[config.mk]
export PLATFORM = sky130hd
export DESIGN_NAME = fle_lut_cfg_stage_flat
export DESIGN_NICKNAME = d
export VERILOG_FILES = /design/src/rtl/fle_lut_cfg_stage_if.sv /design/src/rtl/fle_lut_cfg_stage.sv /design/src/flat_wrapper.sv
export SDC_FILE = /design/constraint.sdc
export NUM_CORES = 1
export LEC_CHECK = 0
export ABC_AREA = 1
export BUFFER_PORTS_ARGS = -buffer_cell sky130_fd_sc_hd__buf_4
export CORE_MARGIN = 2
export CORE_UTILIZATION = 51
export CTS_CLUSTER_DIAMETER = 120
export DETAILED_ROUTE_END_ITERATION = 16
export PLACE_DENSITY = 0.73
export SYNTH_ARGS = -nofsm -noshare
export SYNTH_HDL_FRONTEND = slang
export SYNTH_SLANG_ARGS = --single-unit
[constraint.sdc]
create_clock -name lut_clk -period 1 [get_ports lut_clk]
set_input_delay 0.1 -clock lut_clk [delete_from_list [all_inputs] [get_ports lut_clk]]
set_output_delay 0.1 -clock lut_clk [all_outputs]
set_load 0.02 [all_outputs]
[src/rtl/fle_lut_cfg_stage_if.sv]
// LUT stage bus: serial configuration chain, LUT select/result and status flags.
// The master side (fabric or testbench) drives configuration and select inputs.
// The slave side is the LUT stage itself.
interface fle_lut_cfg_stage_if #(
  parameter int K = 4
);
  logic         cfg_en;
  logic         ccff_head;
  logic         ccff_tail;
  logic [K-1:0] lut_in;
  logic         lut_out;
  logic         cfg_done;
  logic         cfg_err;

  modport master (
    output cfg_en,
    output ccff_head,
    output lut_in,
    input  ccff_tail,
    input  lut_out,
    input  cfg_done,
    input  cfg_err
  );

  modport slave (
    input  cfg_en,
    input  ccff_head,
    input  lut_in,
    output ccff_tail,
    output lut_out,
    output cfg_done,
    output cfg_err
  );
endinterface

[src/rtl/fle_lut_cfg_stage.sv]
// K-input LUT stage feeding the fabric flip-flop of a fle.
// The truth table is held in a serial configuration shift chain.
// A small FSM tracks whether the last load delivered exactly 2**K bits.
// The LUT result is gated low until a good load has completed.
module fle_lut_cfg_stage #(
  parameter int K = 4
) (
  input logic               lut_clk,
  input logic               lut_reset,
  fle_lut_cfg_stage_if.slave bus
);

  localparam int N  = 2 ** K;
  localparam int CW = $clog2(N + 2);

  localparam logic [CW-1:0] CNT_ONE  = CW'(1);
  localparam logic [CW-1:0] CNT_FULL = CW'(N);
  localparam logic [CW-1:0] CNT_MAX  = CW'(N + 1);

  typedef enum logic [1:0] {
    UNCFG = 2'd0,
    LOAD  = 2'd1,
    CFGD  = 2'd2
  } state_t;

  state_t        state;
  state_t        state_next;
  logic [CW-1:0] cnt;
  logic [CW-1:0] cnt_next;
  logic          err;
  logic          err_next;
  logic [N-1:0]  sram;

  // Configuration chain: shift one bit in from ccff_head whenever cfg_en is high.
  // This happens regardless of FSM state, so over-length bits simply fall off the tail.
  always_ff @(posedge lut_clk or posedge lut_reset) begin
    if (lut_reset) begin
      sram <= '0;
    end else if (bus.cfg_en) begin
      sram <= {sram[N-2:0], bus.ccff_head};
    end
  end

  // State, load counter and sticky error flag registers.
  always_ff @(posedge lut_clk or posedge lut_reset) begin
    if (lut_reset) begin
      state <= UNCFG;
      cnt   <= '0;
      err   <= 1'b0;
    end else begin
      state <= state_next;
      cnt   <= cnt_next;
      err   <= err_next;
    end
  end

  // Next-state logic: a load starts on the first cfg_en cycle and is judged when cfg_en drops.
  // The counter saturates one past full so any over-length load is still seen as wrong.
  always_comb begin
    state_next = state;
    cnt_next   = cnt;
    err_next   = err;
    unique case (state)
      UNCFG, CFGD: begin
        if (bus.cfg_en) begin
          state_next = LOAD;
          cnt_next   = CNT_ONE;
          err_next   = 1'b0;
        end
      end
      LOAD: begin
        if (bus.cfg_en) begin
          if (cnt != CNT_MAX) begin
            cnt_next = cnt + CNT_ONE;
          end
        end else if (cnt == CNT_FULL) begin
          state_next = CFGD;
          err_next   = 1'b0;
        end else begin
          state_next = UNCFG;
          err_next   = 1'b1;
        end
      end
      default: begin
        state_next = UNCFG;
      end
    endcase
  end

  assign bus.ccff_tail = sram[N-1];
  assign bus.cfg_done  = (state == CFGD);
  assign bus.cfg_err   = err;
  assign bus.lut_out   = (state == CFGD) ? sram[bus.lut_in] : 1'b0;

endmodule
[src/flat_wrapper.sv]
// flat-port wrapper written by rule: the top's interface ports become plain ports
module fle_lut_cfg_stage_flat 
#(
  parameter int K = 4
)
  (lut_clk, lut_reset, bus_cfg_en, bus_ccff_head, bus_lut_in, bus_ccff_tail, bus_lut_out, bus_cfg_done, bus_cfg_err);
  fle_lut_cfg_stage_if #(.K(K)) bus_i ();
  input logic lut_clk;
  input logic lut_reset;
  input wire logic [$bits(bus_i.cfg_en)-1:0] bus_cfg_en;
  input wire logic [$bits(bus_i.ccff_head)-1:0] bus_ccff_head;
  input wire logic [$bits(bus_i.lut_in)-1:0] bus_lut_in;
  output wire logic [$bits(bus_i.ccff_tail)-1:0] bus_ccff_tail;
  output wire logic [$bits(bus_i.lut_out)-1:0] bus_lut_out;
  output wire logic [$bits(bus_i.cfg_done)-1:0] bus_cfg_done;
  output wire logic [$bits(bus_i.cfg_err)-1:0] bus_cfg_err;
  assign bus_i.cfg_en = bus_cfg_en;
  assign bus_i.ccff_head = bus_ccff_head;
  assign bus_i.lut_in = bus_lut_in;
  assign bus_ccff_tail = bus_i.ccff_tail;
  assign bus_lut_out = bus_i.lut_out;
  assign bus_cfg_done = bus_i.cfg_done;
  assign bus_cfg_err = bus_i.cfg_err;
  fle_lut_cfg_stage #(.K(K)) u_core (.lut_clk(lut_clk), .lut_reset(lut_reset), .bus(bus_i));
endmodule
==> impl_metrics.xml <==
<?xml version="1.0" encoding="UTF-8"?>
<metrics>
  <group name="worst_setup_path">
    <metric name="worst_path_most_repeated_cell" unit="">sky130_fd_sc_hd__nand3_2</metric>
    <metric name="slowest_delay" unit="ns">0.39</metric>
    <metric name="path_buf_inv" unit="">2</metric>
    <metric name="crit_family" unit="">flip-flops</metric>
    <metric name="critPathArrivalTime" unit="ns">1.36</metric>
    <metric name="critical-path-slowest-cell" unit="">sky130_fd_sc_hd__dfrtp_1</metric>
    <metric name="cp_max_fo" unit="">2</metric>
    <metric name="path_cells" unit="">inv_2 -&gt; nand2_2 -&gt; nand3_2 -&gt; nand3_2 -&gt; nand3_2 -&gt; a21oi_4 -&gt; buf_6</metric>
    <metric name="worstSetupEndpointType" unit="">output port</metric>
    <metric name="critical_path.startpoint_type" unit="">flop</metric>
    <metric name="critPathRequiredTime" unit="ns">0.90</metric>
    <metric name="worstSetupPathType" unit="">reg -&gt; out</metric>
  </group>
  <group name="layout">
    <metric name="final_nets" unit="">203</metric>
    <metric name="postLayoutCellArea" unit="mm²">0.001738</metric>
    <metric name="number_of_fill_cells_in_the_layout" unit="">156</metric>
    <metric name="layout-area-overhead-vs-synth" unit="%">45.75</metric>
    <metric name="area_taken_by_multi_input_logic_gates" unit="µm²">626.9</metric>
    <metric name="post_layout_nonfiller_instances" unit="">219</metric>
    <metric name="sequential_cell_area" unit="µm²">604.3</metric>
    <metric name="drive_above_1_share" unit="%">42.41</metric>
    <metric name="num_antenna_cells" unit="">0</metric>
  </group>
  <group name="yosys">
    <metric name="seq_total_area_yosys" unit="%">50.37</metric>
    <metric name="predominant_post_synthesis_flop_cell" unit="">sky130_fd_sc_hd__dfrtp_1</metric>
    <metric name="synth_cell_types" unit="">19</metric>
    <metric name="synth_seq_cells" unit="">24</metric>
    <metric name="synthesis.area_per_instance" unit="µm²">7.949</metric>
    <metric name="synth_edf_count" unit="">0</metric>
    <metric name="ys_warn_count" unit="">0</metric>
    <metric name="synth_area" unit="mm²">0.001192</metric>
    <metric name="mappedNetlistNets" unit="">161</metric>
    <metric name="netlist.area_leader.share" unit="%">50.37</metric>
    <metric name="synthCells" unit="">150</metric>
    <metric name="yosysMostFrequentCell" unit="">sky130_fd_sc_hd__nand2_1</metric>
    <metric name="netlist_top_cells_count" unit="">sky130_fd_sc_hd__nand2_1, sky130_fd_sc_hd__inv_1, sky130_fd_sc_hd__dfrtp_1</metric>
    <metric name="share_of_synthesized_registers_carrying_an_async_set_or_reset" unit="%">100.0</metric>
    <metric name="ys_top_cells_by_area" unit="">sky130_fd_sc_hd__dfrtp_1, sky130_fd_sc_hd__nand2_1, sky130_fd_sc_hd__inv_1</metric>
    <metric name="synth_top_cell_by_area" unit="">sky130_fd_sc_hd__dfrtp_1</metric>
  </group>
  <group name="power_and_ir_drop">
    <metric name="power_frac_comb" unit="%">28.0</metric>
    <metric name="power.static_leakage" unit="nW">0.8515</metric>
    <metric name="net-switching-power" unit="µW">715.8</metric>
    <metric name="power.share.sequential" unit="%">50.0</metric>
    <metric name="power.clock.fraction" unit="%">22.0</metric>
    <metric name="power-per-cell-area" unit="mW/mm²">1349</metric>
    <metric name="p_int" unit="mW">1.628</metric>
    <metric name="irDropWorstVdd" unit="V">0.001049</metric>
    <metric name="sw_frac_of_total" unit="%">30.54</metric>
  </group>
  <group name="cts">
    <metric name="clock-sinks" unit="">24</metric>
    <metric name="clock-root-buffer" unit="">sky130_fd_sc_hd__clkbuf_4</metric>
    <metric name="max-clock-path-buffers" unit="">2</metric>
    <metric name="cts_tree" unit="">built</metric>
    <metric name="numCtsBuffers" unit="">3</metric>
    <metric name="worst_skew_pair.late_latency" unit="ns">0.31</metric>
    <metric name="cts.htree.levels" unit="">1</metric>
    <metric name="clk_transition_reported_paths" unit="ns">0.14</metric>
  </group>
  <group name="floorplan">
    <metric name="rows" unit="">17</metric>
    <metric name="die_area" unit="mm²">0.002741</metric>
    <metric name="io_pins" unit="">12</metric>
    <metric name="dieWidth" unit="µm">52.36</metric>
    <metric name="core-area" unit="mm²">0.002212</metric>
    <metric name="height_of_the_die" unit="µm">52.36</metric>
    <metric name="floorplan.initialDensity" unit="%">53.90</metric>
  </group>
  <group name="grt">
    <metric name="grt_antenna_before_repair" unit="">0</metric>
    <metric name="first_global_vias" unit="">1135</metric>
    <metric name="grtUsageMet1" unit="%">25.60</metric>
    <metric name="grt_max_degree" unit="">25</metric>
    <metric name="wire_length_of_the_first_global_routing_pass" unit="µm">4609</metric>
    <metric name="grt_util_met3" unit="%">3.143</metric>
    <metric name="global_route.peak_usage_layer" unit="">met2</metric>
    <metric name="global_route.usage.total" unit="%">22.68</metric>
    <metric name="gr-usage-met2" unit="%">42.29</metric>
    <metric name="gr-total-overflow" unit="">0</metric>
  </group>
  <group name="timing">
    <metric name="tightest_slew" unit="ns">0.3084</metric>
    <metric name="maxSlewViolCount" unit="">0</metric>
    <metric name="setup_slack" unit="ns">-0.4629</metric>
    <metric name="hold_viol" unit="">0</metric>
    <metric name="rsz0062_at_grt" unit="">true</metric>
    <metric name="final.setup_skew" unit="ns">0.007826</metric>
    <metric name="period_share" unit="%">146.3</metric>
    <metric name="worst_slew_margin_rel" unit="%">79.44</metric>
    <metric name="setup_viol" unit="">10</metric>
    <metric name="finalCriticalPeriod" unit="ns">1.463</metric>
    <metric name="timing.fmax" unit="MHz">683.6</metric>
  </group>
  <group name="run_status">
    <metric name="run_status" unit="">complete, but fails checks</metric>
    <metric name="failed_checks" unit="">setup timing</metric>
  </group>
  <group name="route">
    <metric name="wl" unit="µm">2898</metric>
    <metric name="dr_total_vias" unit="">1127</metric>
    <metric name="wl_per_cell" unit="µm">13.23</metric>
    <metric name="drtPass1Iterations" unit="">4</metric>
    <metric name="drtIter0Drc" unit="">16</metric>
    <metric name="vias_per_cell" unit="">5.146</metric>
    <metric name="remaining_drc_errors" unit="">0</metric>
    <metric name="post_detailed_route_count_of_antenna_violating_nets" unit="">0</metric>
  </group>
  <group name="flow_run">
    <metric name="cap_violations" unit="">0</metric>
  </group>
  <group name="place">
    <metric name="post-dp-hpwl" unit="µm">1880</metric>
    <metric name="placed_cell_areas" unit="mm²">0.001415</metric>
    <metric name="port-buffer-count" unit="">11</metric>
    <metric name="dpl.cell_count" unit="">200</metric>
    <metric name="globalplace.congestion" unit="">0.8272</metric>
  </group>
  <group name="hold_path">
    <metric name="hold_path_class" unit="">in -&gt; reg</metric>
  </group>
</metrics>
## kinds of logic after synthesis
| family | share of synthesized area [%] |
|---|---|
| adder cells (fa/ha/maj) | 3.148 |
| flip-flops | 50.37 |
| AO/OA/AOI/OAI | 11.96 |
| XOR/XNOR | 2.204 |
| AND/OR/NAND/NOR | 22.25 |
| buffers and inverters | 10.07 |
## worst reg2reg max path: stages (launching register included)
cell,delay [ns]
sky130_fd_sc_hd__dfrtp_1,0.44
sky130_fd_sc_hd__inv_2,0.09
sky130_fd_sc_hd__ha_4,0.13
sky130_fd_sc_hd__nand4_1,0.19
sky130_fd_sc_hd__nand2_2,0.21
sky130_fd_sc_hd__nand2_2,0.08
sky130_fd_sc_hd__o31ai_2,0.06
## area by class of cell
| cell class | count | area share [%] |
|---|---|---|
| clock buffers | 4 | 2.088 |
| flip-flops and latches | 24 | 34.77 |
| inverters | 27 | 5.976 |
| repair buffers | 40 | 19.08 |
| well taps | 28 | 2.016 |
| multi-input cells | 96 | 36.07 |
## registers in the layout, indices dropped and copies added, names as in the netlist
| register | cells |
|---|---|
| u_core.bus.cfg_err | 1 |
| u_core.state | 2 |
| u_core.cnt | 5 |
| u_core.sram | 16 |
## metrics by stage
step           TNS, ns  util, %  hold slack [ns]  total power, mW  worst slack (ns)
2_1_floorplan  -0.3941        -           0.1146            1.449          -0.08981
3_3_place_gp   -0.6435    63.97           0.1675            1.611           -0.1273
3_5_place_dp    -1.309    63.97           0.1708            1.642           -0.2454
4_1_cts         -1.845    75.00           0.1668            2.264           -0.4455
5_1_grt         -2.682    78.56           0.1825            2.467           -0.5461
6_report        -2.174    78.56           0.1771            2.344           -0.4629
## placed cells by master (no fill, tap or decap)
| cell type | synthesis | layout |
|---|---|---|
| sky130_fd_sc_hd__nor2_1 | 3 | 2 |
| sky130_fd_sc_hd__o21ai_1 | 0 | 1 |
| sky130_fd_sc_hd__inv_1 | 26 | 19 |
| sky130_fd_sc_hd__nand4_1 | 1 | 1 |
| sky130_fd_sc_hd__nand2_1 | 40 | 33 |
| sky130_fd_sc_hd__o21ai_0 | 19 | 17 |
| sky130_fd_sc_hd__buf_6 | 0 | 7 |
| sky130_fd_sc_hd__ha_2 | 0 | 1 |
| sky130_fd_sc_hd__dfrtp_1 | 24 | 21 |
| sky130_fd_sc_hd__clkbuf_4 | 0 | 3 |
| sky130_fd_sc_hd__inv_2 | 1 | 7 |
| sky130_fd_sc_hd__ha_4 | 0 | 2 |
| sky130_fd_sc_hd__nand2_4 | 0 | 2 |
| sky130_fd_sc_hd__xnor2_1 | 1 | 1 |
| sky130_fd_sc_hd__o22ai_2 | 0 | 1 |
| sky130_fd_sc_hd__buf_4 | 1 | 31 |
| sky130_fd_sc_hd__nand3_2 | 0 | 6 |
| sky130_fd_sc_hd__xor2_1 | 2 | 2 |
| sky130_fd_sc_hd__nor2_2 | 1 | 1 |
| sky130_fd_sc_hd__a21oi_1 | 2 | 1 |
| sky130_fd_sc_hd__a21oi_4 | 0 | 2 |
| sky130_fd_sc_hd__clkbuf_8 | 0 | 1 |
| sky130_fd_sc_hd__inv_4 | 0 | 1 |
| sky130_fd_sc_hd__nand2_2 | 1 | 7 |
| sky130_fd_sc_hd__nand3_1 | 17 | 10 |
| sky130_fd_sc_hd__nor2_4 | 0 | 1 |
| sky130_fd_sc_hd__o21ai_2 | 0 | 1 |
| sky130_fd_sc_hd__dlygate4sd3_1 | 0 | 2 |
| sky130_fd_sc_hd__nand3_4 | 0 | 1 |
| sky130_fd_sc_hd__dfrtp_2 | 0 | 3 |
| sky130_fd_sc_hd__o31ai_2 | 0 | 3 |
## power groups by stage
stage,clock (mW),combinational [mW],sequential (mW)
after detailed placement,0,0.453,1.19
after floorplan,0,0.268,1.18
after global placement,0,0.433,1.18
after CTS,0.513,0.586,1.16
final,0.516,0.656,1.17
after global routing,0.561,0.723,1.18
## timing repair
action                     CTS  global route
hold buffers                 2             0
gates cloned                 1             0
resized for setup           35            16
hold endpoints to repair    25             0
setup buffers                8             4
setup endpoints to repair    9            12
pin swaps                   10            10
## final timing paths
path                                       from               to  slack (ns)  depth (start not counted)
worst max-delay path            u_core.sram[15]      bus_lut_out       -0.46                          7
worst min-delay path                 bus_cfg_en  u_core.state[0]        0.18                          4
max in group asynchronous             lut_reset    u_core.cnt[0]        0.37                          4
min in group asynchronous             lut_reset    u_core.cnt[1]        0.37                          4
worst min register to register   u_core.sram[5]   u_core.sram[6]        0.50                          2
worst max register to register    u_core.cnt[1]    u_core.cnt[4]       -0.28                          6
## per-layer routing
metal / vias up / wire (µm)
met5: - / 0
met4: 0 / 57
met3: 8 / 79
met2: 22 / 1516
met1: 541 / 1245
li1: 556 / -
Power figures use the tool's default switching activity.
